$ cat config.mk
export PLATFORM = sky130hd
export DESIGN_NAME = ext_unit_dispatcher
export DESIGN_NICKNAME = d
export VERILOG_FILES = /design/src/rtl/ext_unit_dispatcher_pkg.sv /design/src/rtl/ext_timeout_counter.sv /design/src/rtl/ext_unit_dispatcher.sv
export SDC_FILE = /design/constraint.sdc
export NUM_CORES = 1
export LEC_CHECK = 0
export BUFFER_PORTS_ARGS = -buffer_cell sky130_fd_sc_hd__buf_2
export CAP_MARGIN = 40
export CORE_ASPECT_RATIO = 0.75
export CORE_MARGIN = 4
export CORE_UTILIZATION = 47
export DETAILED_ROUTE_END_ITERATION = 8
export GPL_TIMING_DRIVEN = 0
export PLACE_DENSITY = 0.81
export SLEW_MARGIN = 20
export SYNTH_ARGS = -nofsm -noshare
export SYNTH_HDL_FRONTEND = slang
export SYNTH_SLANG_ARGS = --single-unit
export TNS_END_PERCENT = 10
$ cat constraint.sdc
create_clock -name clk -period 1.7 [get_ports clk]
set_clock_uncertainty 0.1 [all_clocks]
set_input_delay 0.34 -clock clk [delete_from_list [all_inputs] [get_ports clk]]
set_output_delay 0.34 -clock clk [all_outputs]
set_load 0.01 [all_outputs]
$ cat src/rtl/ext_unit_dispatcher_pkg.sv
// Shared types for the extension-unit dispatcher.
// FSM encoding, fixed channel indices and channel-index width helper.
package ext_unit_dispatcher_pkg;

    typedef enum logic [1:0] {
        ST_IDLE  = 2'd0,
        ST_BUSY  = 2'd1,
        ST_DONE  = 2'd2,
        ST_DRAIN = 2'd3
    } state_t;

    localparam int CH_MUL = 0;
    localparam int CH_DIV = 1;

    function automatic int ch_w(input int n);
        return (n > 1) ? $clog2(n) : 1;
    endfunction

endpackage

$ cat src/rtl/ext_timeout_counter.sv
// Saturating cycle counter used for the busy and drain timeouts.
// expired is high on the last allowed cycle; never high when disabled.
module ext_timeout_counter #(
    parameter int TIMEOUT_CYCLES = 64
) (
    input  logic clk,
    input  logic reset,
    input  logic clear,
    input  logic enable,
    output logic expired
);

    localparam int CW = (TIMEOUT_CYCLES > 0) ? $clog2(TIMEOUT_CYCLES + 1) : 1;

    logic [CW-1:0] r_count;

    always_ff @(posedge clk) begin
        if (reset || clear) begin
            r_count <= '0;
        end else if (enable && (r_count != '1)) begin
            r_count <= r_count + 1'b1;
        end
    end

    assign expired = (TIMEOUT_CYCLES != 0) &&
                     (r_count == CW'(TIMEOUT_CYCLES - 1));

endmodule

$ cat src/rtl/ext_unit_dispatcher.sv
// Dispatches one extension op at a time to a multicycle unit and
// returns its result with a done pulse; handles timeout, flush and bad channels.
module ext_unit_dispatcher
    import ext_unit_dispatcher_pkg::*;
#(
    parameter int NUM_CH         = 2,
    parameter int OP_WIDTH       = 3,
    parameter int DATA_W         = 32,
    parameter int TIMEOUT_CYCLES = 64
) (
    input  logic                       clk,
    input  logic                       reset,
    input  logic                       req_valid,
    input  logic [ch_w(NUM_CH)-1:0]    req_ch,
    input  logic [OP_WIDTH-1:0]        req_op,
    output logic                       req_ready,
    input  logic                       flush,
    output logic [NUM_CH-1:0]          ch_valid,
    output logic [OP_WIDTH-1:0]        ch_op,
    input  logic [NUM_CH-1:0]          ch_ready,
    input  logic [NUM_CH*DATA_W-1:0]   ch_result,
    output logic                       done,
    output logic [DATA_W-1:0]          result,
    output logic                       err,
    output logic                       busy
);

    localparam int CH_W = ch_w(NUM_CH);
    localparam logic [CH_W:0] NUM_CH_V = (CH_W + 1)'(NUM_CH);

    state_t              r_state;
    state_t              w_state_nxt;
    logic [CH_W-1:0]     r_ch;
    logic [OP_WIDTH-1:0] r_op;
    logic [DATA_W-1:0]   r_result;
    logic                r_err;
    logic                r_to_done;

    logic                w_legal;
    logic                w_accept;
    logic                w_capture;
    logic                w_timeout;
    logic                w_sel_ready;
    logic                w_expired;
    logic                w_cnt_clear;
    logic                w_cnt_en;
    logic [DATA_W-1:0]   w_sel_result;

    assign w_legal      = {1'b0, req_ch} < NUM_CH_V;
    assign w_sel_ready  = ch_ready[r_ch];
    assign w_sel_result = ch_result[int'(r_ch) * DATA_W +: DATA_W];

    // Counter restarts on every state change, so BUSY and DRAIN each get a full period.
    assign w_cnt_clear = (w_state_nxt != r_state) || (r_state == ST_IDLE);
    assign w_cnt_en    = (r_state == ST_BUSY) || (r_state == ST_DRAIN);

    ext_timeout_counter #(
        .TIMEOUT_CYCLES (TIMEOUT_CYCLES)
    ) u_tmo (
        .clk     (clk),
        .reset   (reset),
        .clear   (w_cnt_clear),
        .enable  (w_cnt_en),
        .expired (w_expired)
    );

    always_ff @(posedge clk) begin
        if (reset) begin
            r_state <= ST_IDLE;
        end else begin
            r_state <= w_state_nxt;
        end
    end

    always_comb begin
        w_state_nxt = r_state;
        w_accept    = 1'b0;
        w_capture   = 1'b0;
        w_timeout   = 1'b0;
        ch_valid    = '0;
        req_ready   = 1'b0;
        busy        = 1'b1;
        done        = 1'b0;
        unique case (r_state)
            ST_IDLE: begin
                req_ready = 1'b1;
                busy      = 1'b0;
                if (req_valid && !flush) begin
                    w_accept    = 1'b1;
                    w_state_nxt = w_legal ? ST_BUSY : ST_DONE;
                end
            end
            ST_BUSY: begin
                ch_valid = NUM_CH'(1) << r_ch;
                if (w_sel_ready) begin
                    w_capture   = 1'b1;
                    w_state_nxt = ST_DONE;
                end else if (w_expired) begin
                    w_timeout   = 1'b1;
                    w_state_nxt = ST_DRAIN;
                end else if (flush) begin
                    w_state_nxt = ST_DRAIN;
                end
            end
            ST_DONE: begin
                done        = !flush;
                w_state_nxt = ST_IDLE;
            end
            ST_DRAIN: begin
                done = r_to_done;
                if (w_sel_ready || w_expired) begin
                    w_state_nxt = ST_IDLE;
                end
            end
            default: begin
                w_state_nxt = ST_IDLE;
            end
        endcase
    end

    always_ff @(posedge clk) begin
        if (reset) begin
            r_ch      <= '0;
            r_op      <= '0;
            r_result  <= '0;
            r_err     <= 1'b0;
            r_to_done <= 1'b0;
        end else begin
            r_to_done <= w_timeout;
            if (w_accept) begin
                r_op <= req_op;
                if (w_legal) begin
                    r_ch <= req_ch;
                end else begin
                    r_result <= '0;
                    r_err    <= 1'b1;
                end
            end
            if (w_capture) begin
                r_result <= w_sel_result;
                r_err    <= 1'b0;
            end
            if (w_timeout) begin
                r_result <= '0;
                r_err    <= 1'b1;
            end
        end
    end

    assign ch_op  = r_op;
    assign result = r_result;
    assign err    = r_err;

endmodule

==> results of run 1 <==
==> flip-flops by register name (all words and copies together), names as in the netlist <==
signal and cells:
r_ch 1, err 1, u_tmo.r_count 7, ch_op 3
r_to_done 1, result 32, r_state 2
==> cell usage after synthesis, drive strengths merged <==
library cell  instances  area [um^2]
xor2                  1        8.760
nand2                 3        11.26
nand4                 1        6.260
a21oi                 5        28.78
clkbuf                2        21.27
nor2b                 2        12.51
ha                    1        12.51
and4b                 1        10.01
nand2b                2        20.02
and3                  2        12.51
nor4b                 1        23.77
or4                   1        7.510
buf                  14        136.4
or2                   1        6.260
nor3                  3        31.28
inv                   1        3.750
and2                  3        18.77
nand3                 5        30.03
nor2                 44        232.7
a31o                  1        17.52
mux2                  1        15.01
mux2i                38        392.9
dfxtp                47        940.9
xnor2                 3        26.28
a211oi               33        397.9
nor3b                 1        18.77
or3                   1        6.260
o21ai                 4        20.01
==> worst max-delay path, delay by kind of cell, from the launching register on <==
| kind | cells | cell delay (ns) |
|---|---|---|
| AND/OR/NAND/NOR | 1 | 0.14 |
| buffers and inverters | 2 | 0.25 |
| flip-flops | 1 | 0.34 |
| AO/OA/AOI/OAI | 1 | 0.16 |
==> final cells by class <==
class | instances | area share (%)
Multi-Input combinational cell | 158 | 41.82
Sequential cell | 47 | 28.75
Timing Repair Buffer | 119 | 18.53
Buffer | 16 | 5.393
Tap cell | 72 | 2.735
Clock buffer | 5 | 2.089
Clock inverter | 3 | 0.5697
Inverter | 1 | 0.1139
==> power breakdown <==
group | leakage, nW | internal [W] | switching (W)
clock network | 0.0483 | 0.000290 | 0.000373
logic | 0.939 | 0.000236 | 0.000232
registers | 0.384 | 0.00114 | 0.0000275
total | 1.37 | 0.00167 | 0.000632
==> per-stage QoR <==
stage	worst slack [ns]	TNS, ns	std cells
2_1_floorplan	0.1413	0	222
3_3_place_gp	-0.0007616	-0.0007616	407
3_5_place_dp	-0.07228	-1.704	407
4_1_cts	0.001180	0	417
5_1_grt	-0.005505	-0.005505	421
6_report	0.06204	0	421
==> placed cells by master, fill, tap and decap left out, types with 2 or more instances in the layout <==
master      n
and2_1      3
o21ai_0     3
a21oi_1     4
buf_12      2
dfxtp_2     5
nor2_2     24
nand2_1     3
buf_8       2
nor2_1     19
xnor2_1     3
nand3_1     4
a211oi_1    3
buf_6       5
and3_1      2
clkbuf_8    6
mux2i_1    37
buf_4       8
dfxtp_1    42
buf_2     116
clkinv_2    2
a211oi_2   30
==> worst paths after layout <==
| path | startpoint | to | slack (ns) | depth (start not counted) |
|---|---|---|---|---|
| worst max-delay path | r_state[0] | done | 0.06 | 4 |
| worst min-delay path | req_op[1] | ch_op[1] | 0.18 | 3 |
| worst max register to register | r_ch | result[19] | 0.10 | 6 |
| worst min register to register | ch_op[1] | ch_op[1] | 0.40 | 2 |
==> logic make-up (layout without fill, tap and decap cells) <==
family	count (synthesis)	count (layout)	synth area share (%)
AND/OR/NAND/NOR	71	71	18.14
XOR/XNOR	4	4	1.419
flip-flops	47	47	38.10
adder cells (fa/ha/maj)	1	1	0.5065
buffers and inverters	17	144	6.534
AO/OA/AOI/OAI	43	43	18.79
multiplexers	39	39	16.51
==> routing by layer <==
metal	track usage [%]	part of all wire, %	up-vias
met1	22.95	46	949
met4	3.954	0.62	0
met5	0	0	-
li1	-	-	1046
met2	29.07	46	75
met3	4.676	7.6	2
==> what timing repair did <==
| action | 4_1_cts | 5_1_grt |
|---|---|---|
| buffers inserted | 2 | 4 |
| resized for setup | 9 | 5 |
| pin swaps | 2 | 2 |
| hold buffers | 0 | 0 |
| setup endpoints to repair | 33 | 36 |
==> results.txt, run 1 <==
Slowest cell on crit path = dfxtp_2
WL per Instance = 13.85 um
Syn_nets = 297
Multi-input logic area = 0.001378 mm^2
Pwr Total = 0.002302 W
DRC Markers = 0
Initial Util = 49.57%
Final worst path period share = 96.35%
Synth warn = 0
Clock-pin transition on the worst setup and hold timing paths = 0.09 ns
Post-Synthesis Cell Area = 0.002470 mm^2
Worst-Margin Slew = 0.3751 ns
Total power per unit cell area = 698.8 mW/mm^2
Syn Inst Count = 222
CTS tree = built
Design Area, Final = 0.003294 mm^2
Largest net degree at the start of global routing = 16
Num CTS Buffers = 5
Diode count = 0
Hold_ws = 0.1813 ns
Final setup violation count = 0
Post-DP HPWL = 4457 um
Router iterations before antenna repair = 4
Minimum clock period = 1.638 ns
Placed Area = 0.003126 mm^2
Flip-flop and latch count after synthesis = 47
Root buf cell = clkbuf_8
Startpoint types = flop
Relative slew slack = 74.97%
CTS Sinks = 47
Site row count = 22
Number of port buffers = 113
Critical Path RT = 1.26 ns
Starting DRT DRC Count = 52
Max Cap Viol = 0
RSZ-0062 raised after global routing = yes
Vias in the first global route = 2066
IO Count = 115
Number of H-tree levels = 2
Nets = 423
Min-Delay Path Class = input pin to flop
Clock tree buffer depth = 2
Initial antenna violation count = 0
Netlist cell types = 42
Vias = 2072
Share of layout cells above drive strength 1 = 61.60%
Total GRT Usage = 17.50%
Global route overflow = 0
CORE AREA = 0.004982 mm^2
CP arrival = 1.20 ns
Die Footprint = 0.006491 mm^2
Final-report hold violation count = 0
Critical path fanouts, max = 10
Slew Limit Fails = 0
Status = finished clean
P&R area growth vs syn = 33.38%
Final wirelength = 5830 um
Static Leakage = 1.371 nW
Die width = 91.71 um
Final ANT Viol Nets = 0
Crit path kind = flop to primary output
Layout fillers = 402
VDD IR max = 388.6 uV
Crit path largest cell delay = 0.34 ns
Fmax = 610.5 MHz
Final Util = 66.12%
CP cell instances = buf_6 -> o21ai_0 -> and2_1 -> buf_2
Global-route wire length before repair = 9239 um
Clk_lat worst skew = 0.29 ns
Syn Area/Cell = 11.13 um^2
GP Congestion = 0.7507
Vias per inst = 4.922
DIE HEIGHT = 70.78 um
Seq. cell area = 947.2 um^2
Critical Path Sink Type = primary output
Sequential share of the synthesized area = 38.10%
Note: power is estimated with default switching activity, not from simulation.
==> run 2: changes to the inputs <==
--- a/config.mk
+++ b/config.mk
@@ -7,7 +7,7 @@
 export LEC_CHECK = 0
 export BUFFER_PORTS_ARGS = -buffer_cell sky130_fd_sc_hd__buf_2
 export CAP_MARGIN = 40
-export CORE_ASPECT_RATIO = 0.75
+export CORE_ASPECT_RATIO = 1.5
 export CORE_MARGIN = 4
 export CORE_UTILIZATION = 47
 export DETAILED_ROUTE_END_ITERATION = 8
==> run 2 against run 1 <==
  * First-iteration DRC count grew 5.8%
  * Hold slack lost 0.015 ns
  * Die area grew 0.19%
  * Total power grew 0.41%
  * Final cell count shrank 0.95%
  * Sequential cell count is the same
  * Setup slack lost 0.032 ns
  * Non-clock buffer count is the same
  * Sequential power is essentially flat
  * Critical path depth is the same
  * Final area is essentially flat
  * Largest cell class unchanged
==> results.txt, run 2 (same netlist as run 1, synthesis figures left out) <==
Num CTS Buffers = 5 (unchanged)
Relative slew slack = 74.74% (was 74.97%)
Largest net degree at the start of global routing = 16 (unchanged)
DIE HEIGHT = 96.79 um (was 70.78 um)
Slew Limit Fails = 0 (unchanged)
Hold_buf cts = 0 (unchanged)
Die Footprint = 0.006503 mm^2 (was 0.006491 mm^2)
Hold_ws = 0.1663 ns (was 0.1813 ns)
Number of port buffers = 113 (unchanged)
Worst-Margin Slew = 0.3764 ns (was 0.3751 ns)
Design Area, Final = 0.003292 mm^2 (was 0.003294 mm^2)
Commonest non-fill, non-tap cells in the layout = buf_2, dfxtp_1, mux2i_1 (unchanged)
Critical Path Sink Type = primary output (unchanged)
Fmax = 598.8 MHz (was 610.5 MHz)
Vias = 2110 (was 2072)
Die width = 67.19 um (was 91.71 um)
Status = finished clean (unchanged)
Crit path largest cell delay = 0.35 ns (was 0.34 ns)
Critical path origin = r_ch (was r_state[0])
Vias in the first global route = 2084 (was 2066)
CP cell instances = buf_6 -> buf_6 -> and2_1 -> buf_2 (was buf_6 -> o21ai_0 -> and2_1 -> buf_2)
Max Cap Viol = 0 (unchanged)
Placed Area = 0.003120 mm^2 (was 0.003126 mm^2)
Starting DRT DRC Count = 55 (was 52)
Crit path kind = flop to primary output (unchanged)
Max reg flops = 32 (unchanged)
Root buf cell = clkbuf_8 (unchanged)
Number of H-tree levels = 2 (unchanged)
Startpoint types = flop (unchanged)
Post-DP HPWL = 4484 um (was 4457 um)
RR Startpoint = r_ch (unchanged)
CP arrival = 1.23 ns (was 1.20 ns)
Total GRT Usage = 18.40% (was 17.50%)
CORE AREA = 0.005125 mm^2 (was 0.004982 mm^2)
Minimum clock period = 1.670 ns (was 1.638 ns)
RSZ-0062 raised after global routing = yes (unchanged)
HP Start = req_ch (was req_op[1])
Slowest cell on crit path = dfxtp_1 (was dfxtp_2)
Clk_lat worst skew = 0.31 ns (was 0.29 ns)
Setup ws final = 0.02987 ns (was 0.06204 ns)
Global-route wire length before repair = 9328 um (was 9239 um)
Worst hold path depth = 3 (unchanged)
Static Leakage = 1.361 nW (was 1.371 nW)
Min-Delay Endpoint = r_ch (was ch_op[1])
Initial antenna violation count = 0 (unchanged)
WL per Instance = 14.31 um (was 13.85 um)
Total power per unit cell area = 702.2 mW/mm^2 (was 698.8 mW/mm^2)
Final worst path period share = 98.24% (was 96.35%)
Share of layout cells above drive strength 1 = 61.32% (was 61.60%)
P&R area growth vs syn = 33.28% (was 33.38%)
R2R Path End = r_state[1] (was result[19])
Min-Delay Path Class = input pin to flop (unchanged)
Nets = 423 (unchanged)
Most used cell, CP = buf_6
CTS Sinks = 47 (unchanged)
CTS tree = built (unchanged)
Site row count = 32 (was 22)
Layout fillers = 440 (was 402)
IO Count = 115 (unchanged)
Final ANT Viol Nets = 0 (unchanged)
Clock-pin transition on the worst setup and hold timing paths = 0.09 ns (about the same)
TNS Setup = 0 ns (unchanged)
Clock tree buffer depth = 2 (unchanged)
R2R depth = 4 (was 6)
Final-report hold violation count = 0 (unchanged)
Most common cell after layout, fill and taps aside = buf_2 (unchanged)
VDD IR max = 658.7 uV (was 388.6 uV)
GP Congestion = 0.7120 (was 0.7507)
Global route overflow = 0 (unchanged)
DRC Markers = 0 (unchanged)
Final setup violation count = 0 (unchanged)
Final Util = 64.23% (was 66.12%)
Reg-to-reg slack, setup = 0.08 ns (was 0.10 ns)
Initial Util = 48.19% (was 49.57%)
Diode count = 0 (unchanged)
Critical path fanouts, max = 10 (unchanged)
Critical Path RT = 1.26 ns (about the same)
Vias per inst = 5.060 (was 4.922)
Final wirelength = 5967 um (was 5830 um)
Router iterations before antenna repair = 4 (unchanged)
Dpl ws = -0.01661 ns (was -0.07228 ns)
==> run 2: cell types whose count changed in the layout (fill, tap and decap cells not counted), sizes merged <==
| cell | previous run | this run |
|---|---|---|
| clkinv | 2 | 1 |
| clkinvlp | 0 | 2 |
| inv | 2 | 1 |
==> run 2: critical path: cells and delay by family (launching register included) <==
kind,cells,cell delay [ns]
flip-flops,1,0.35
AND/OR/NAND/NOR,1,0.14
buffers and inverters,3,0.43
==> run 2: per-stage QoR <==
stage	instances	total power (W)
after floorplan	222	0.001477
after detailed placement	403	0.001651
after global routing	417	0.002426
after global placement	403	0.001636
after CTS	416	0.002339
final	417	0.002312
==> run 2: area by class of cell <==
type | count | area (um^2) | share of cell area, %
Multi-Input combinational cell | 158 | 1388 | 42.15
Sequential cell | 47 | 945.9 | 28.73
Timing Repair Buffer | 119 | 610.6 | 18.55
Buffer | 16 | 170.2 | 5.169
Tap cell | 68 | 85.08 | 2.585
Clock buffer | 5 | 68.82 | 2.090
Clock inverter | 3 | 20.02 | 0.6081
Inverter | 1 | 3.754 | 0.1140
==> run 2: how the worst max path moves through the flow <==
stage,end,slack (ns),depth (start not counted)
CTS,result[3],0.0008,6
global placement,result[3],0.02,6
finish,ch_valid[1],0.03,4
detailed placement,result[10],-0.02,6
floorplan,r_state[1],0.14,5
global route,ch_valid[1],-0.03,4
==> run 2: per-layer routing <==
metal,track usage [%],vias up,share of wire [%]
met5,0,-,0
met4,6.094,0,1.5
met3,4.646,8,6.6
met2,33.86,69,56
met1,19.41,989,36
li1,-,1044,-
==> run 2: timing repair <==
item,4_1_cts,5_1_grt
endpoints found under the hold margin,0,0
pin swaps,2,2
resized for setup,7,6
endpoints found under the setup margin,32,37
buffers inserted,5,1
==> run 2: where the power goes <==
part	leakage (nW)	switching (W)	total (W)	internal [W]
Sequential	0.384	0.0000263	0.00117	0.00114
Combinational	0.937	0.000231	0.000463	0.000233
Clock	0.0402	0.000391	0.000678	0.000287
==> run 3: changes to the inputs <==
--- a/config.mk
+++ b/config.mk
@@ -9,10 +9,10 @@
 export CAP_MARGIN = 40
 export CORE_ASPECT_RATIO = 1.5
 export CORE_MARGIN = 4
-export CORE_UTILIZATION = 47
+export CORE_UTILIZATION = 38
 export DETAILED_ROUTE_END_ITERATION = 8
 export GPL_TIMING_DRIVEN = 0
-export PLACE_DENSITY = 0.81
+export PLACE_DENSITY = 0.67
 export SLEW_MARGIN = 20
 export SYNTH_ARGS = -nofsm -noshare
 export SYNTH_HDL_FRONTEND = slang
==> run 3 against run 2 <==
  * Critical path depth unchanged
  * Register-to-register slack improved by 0.03 ns
  * Non-clock buffer count decreased by 1
  * Maximum frequency increased by 1.2%
  * Largest cell class unchanged
  * Highest routed layer unchanged
==> results.txt, run 3 (same netlist as run 1, synthesis figures left out) <==
Status = finished clean (unchanged)
DIE HEIGHT = 106.7 um (was 96.79 um)
Clock tree buffer depth = 2 (unchanged)
Seq. cell area = 945.9 um^2 (unchanged)
Clock-pin transition on the worst setup and hold timing paths = 0.09 ns (about the same)
Global-route wire length before repair = 9059 um (was 9328 um)
DRC Markers = 0 (unchanged)
TNS Setup = 0 ns (unchanged)
Placed Instances = 409 (was 403)
Initial Util = 39.72% (was 48.19%)
Share of layout cells above drive strength 1 = 61.49% (was 61.32%)
CORE AREA = 0.006218 mm^2 (was 0.005125 mm^2)
HP Start = req_op[1] (was req_ch)
Top delay family on crit path = flip-flops (was buffers and inverters)
Number of port buffers = 113 (unchanged)
Most common cell after layout, fill and taps aside = buf_2 (unchanged)
Critical path fanouts, max = 10 (unchanged)
Min-Delay Endpoint = ch_op[1] (was r_ch)
Clk_lat worst skew = 0.30 ns (was 0.31 ns)
Crit path kind = flop to primary output (unchanged)
Dpl ws = -0.0001106 ns (was -0.01661 ns)
Most used cell, CP = buf_6 (unchanged)
Worst path buffer plus inverter count = 2 (was 3)
Final wirelength = 5823 um (was 5967 um)
Worst-Margin Slew = 0.3463 ns (was 0.3764 ns)
Clock share of power = 34.1% (was 29.3%)
Final worst path period share = 97.03% (was 98.24%)
Vias per inst = 4.929 (was 5.060)
Minimum clock period = 1.650 ns (was 1.670 ns)
IO Count = 115 (unchanged)
Max reg flops = 32 (unchanged)
Sequential cell fraction of total power = 47.1% (was 50.6%)
Slowest cell on crit path = dfxtp_2 (was dfxtp_1)
Min-Delay Path Class = input pin to flop (unchanged)
CTS Sinks = 47 (unchanged)
Fmax = 606.2 MHz (was 598.8 MHz)
P&R area growth vs syn = 34.70% (was 33.28%)
RSZ-0062 raised after global routing = yes (unchanged)
GP Congestion = 0.7446 (was 0.7120)
Layout fillers = 590 (was 440)
Reg-to-reg slack, setup = 0.11 ns (was 0.08 ns)
Crit path largest cell delay = 0.35 ns (about the same)
Die width = 73.83 um (was 67.19 um)
Hold_ws = 0.1780 ns (was 0.1663 ns)
Setup ws final = 0.05046 ns (was 0.02987 ns)
Relative slew slack = 76.89% (was 74.74%)
Multi-input logic area = 0.001380 mm^2 (was 0.001388 mm^2)
Nets = 422 (was 423)
Critical Path RT = 1.26 ns (about the same)
CP arrival = 1.21 ns (was 1.23 ns)
Final ANT Viol Nets = 0 (unchanged)
Diode count = 0 (unchanged)
Num CTS Buffers = 5 (unchanged)
Critical Path Sink Type = primary output (unchanged)
Hold_buf cts = 0 (unchanged)
Initial antenna violation count = 0 (unchanged)
Site row count = 35 (was 32)
CP cell instances = buf_6 -> nor2b_4 -> and2_4 -> buf_6 (was buf_6 -> buf_6 -> and2_1 -> buf_2)
Met3 usage = 2.908% (was 4.646%)
Slew Limit Fails = 0 (unchanged)
Final setup violation count = 0 (unchanged)
Final-report hold violation count = 0 (unchanged)
Number of H-tree levels = 2 (unchanged)
Total power per unit cell area = 745.7 mW/mm^2 (was 702.2 mW/mm^2)
Starting DRT DRC Count = 57 (was 55)
Vias in the first global route = 1979 (was 2084)
Die Footprint = 0.007880 mm^2 (was 0.006503 mm^2)
Met1 usage = 16.17% (was 19.41%)
Root buf cell = clkbuf_8 (unchanged)
Static Leakage = 1.380 nW (was 1.361 nW)
Post-DP HPWL = 4565 um (was 4484 um)
Layout Cells excl Fill = 422 (was 417)
Router iterations before antenna repair = 4 (unchanged)
RR Startpoint = u_tmo.r_count[0] (was r_ch)
CTS tree = built (unchanged)
Commonest non-fill, non-tap cells in the layout = buf_2, dfxtp_1, mux2i_1 (unchanged)
WL per Instance = 13.80 um (was 14.31 um)
P_int = 0.001855 W (was 0.001664 W)
Routing usage on met2 = 26.71% (was 33.86%)
P_sw = 0.0006257 W (was 0.0006480 W)
Total GRT Usage = 14.51% (was 18.40%)
Worst hold path depth = 3 (unchanged)
Comb pwr share = 18.8% (was 20.0%)
Largest net degree at the start of global routing = 15 (was 16)
Startpoint types = flop (unchanged)
Global route overflow = 0 (unchanged)
Busiest layer in global routing = met2 (unchanged)
R2R depth = 6 (was 4)
Switching Fraction = 25.22% (was 28.03%)
R2R Path End = result[24] (was r_state[1])
VDD IR max = 388.2 uV (was 658.7 uV)
Max Cap Viol = 0 (unchanged)
Vias = 2080 (was 2110)
## run 3: layout make-up
type | count | share of cell area, %
Timing Repair Buffer | 118 | 18.32
Tap cell | 74 | 2.783
Sequential cell | 47 | 28.43
Multi-Input combinational cell | 158 | 41.48
Inverter | 1 | 0.1128
Clock buffer | 6 | 2.482
Buffer | 16 | 5.340
Clock inverter | 2 | 1.053
## run 3: routing by layer
metal / vias to the layer above / routed length [um]
li1: 1042 / -
met1: 973 / 2305
met2: 59 / 3023
met3: 6 / 421
met4: 0 / 72
met5: - / 0
## run 3: how the worst max path moves through the flow
stage                startpoint     endpoint  slack, ns  depth (start not counted)
3_5_place_dp   u_tmo.r_count[0]   result[24]    -0.0001                          6
6_report             r_state[0]  ch_valid[1]       0.05                          4
5_1_grt              r_state[0]  ch_valid[1]      -0.01                          4
2_1_floorplan  u_tmo.r_count[0]   r_state[1]       0.14                          5
4_1_cts        u_tmo.r_count[1]   result[13]       0.01                          6
3_3_place_gp   u_tmo.r_count[0]   result[26]     -0.004                          6
## run 3: repair_timing
| item | 4_1_cts | 5_1_grt |
|---|---|---|
| setup endpoints to repair | 29 | 34 |
| buffers inserted | 4 | 1 |
| resized for setup | 11 | 4 |
| cloned | 0 | 0 |
| pin swaps | 2 | 2 |
## run 3: per-stage QoR
step | total power, W | util [%] | area, um^2
2_1_floorplan | 0.001477 | - | 2470
3_3_place_gp | 0.001644 | 50.30 | 3128
3_5_place_dp | 0.001653 | 50.30 | 3128
4_1_cts | 0.002514 | 53.20 | 3308
5_1_grt | 0.002602 | 53.50 | 3327
6_report | 0.002481 | 53.50 | 3327
## run 3: worst min-delay path: stages
cell and delay [ns]:
buf_2 0.07, mux2i_1 0.05, nor2_1 0.07
## run 3: power groups by stage
stage,clock (W),sequential [W],combinational [W]
finish,0.000845,0.00117,0.000467
global route,0.000918,0.00118,0.000509
CTS,0.000872,0.00117,0.000473
detailed placement,0,0.00119,0.000459
global placement,0,0.00119,0.000452
floorplan,0,0.00121,0.000264
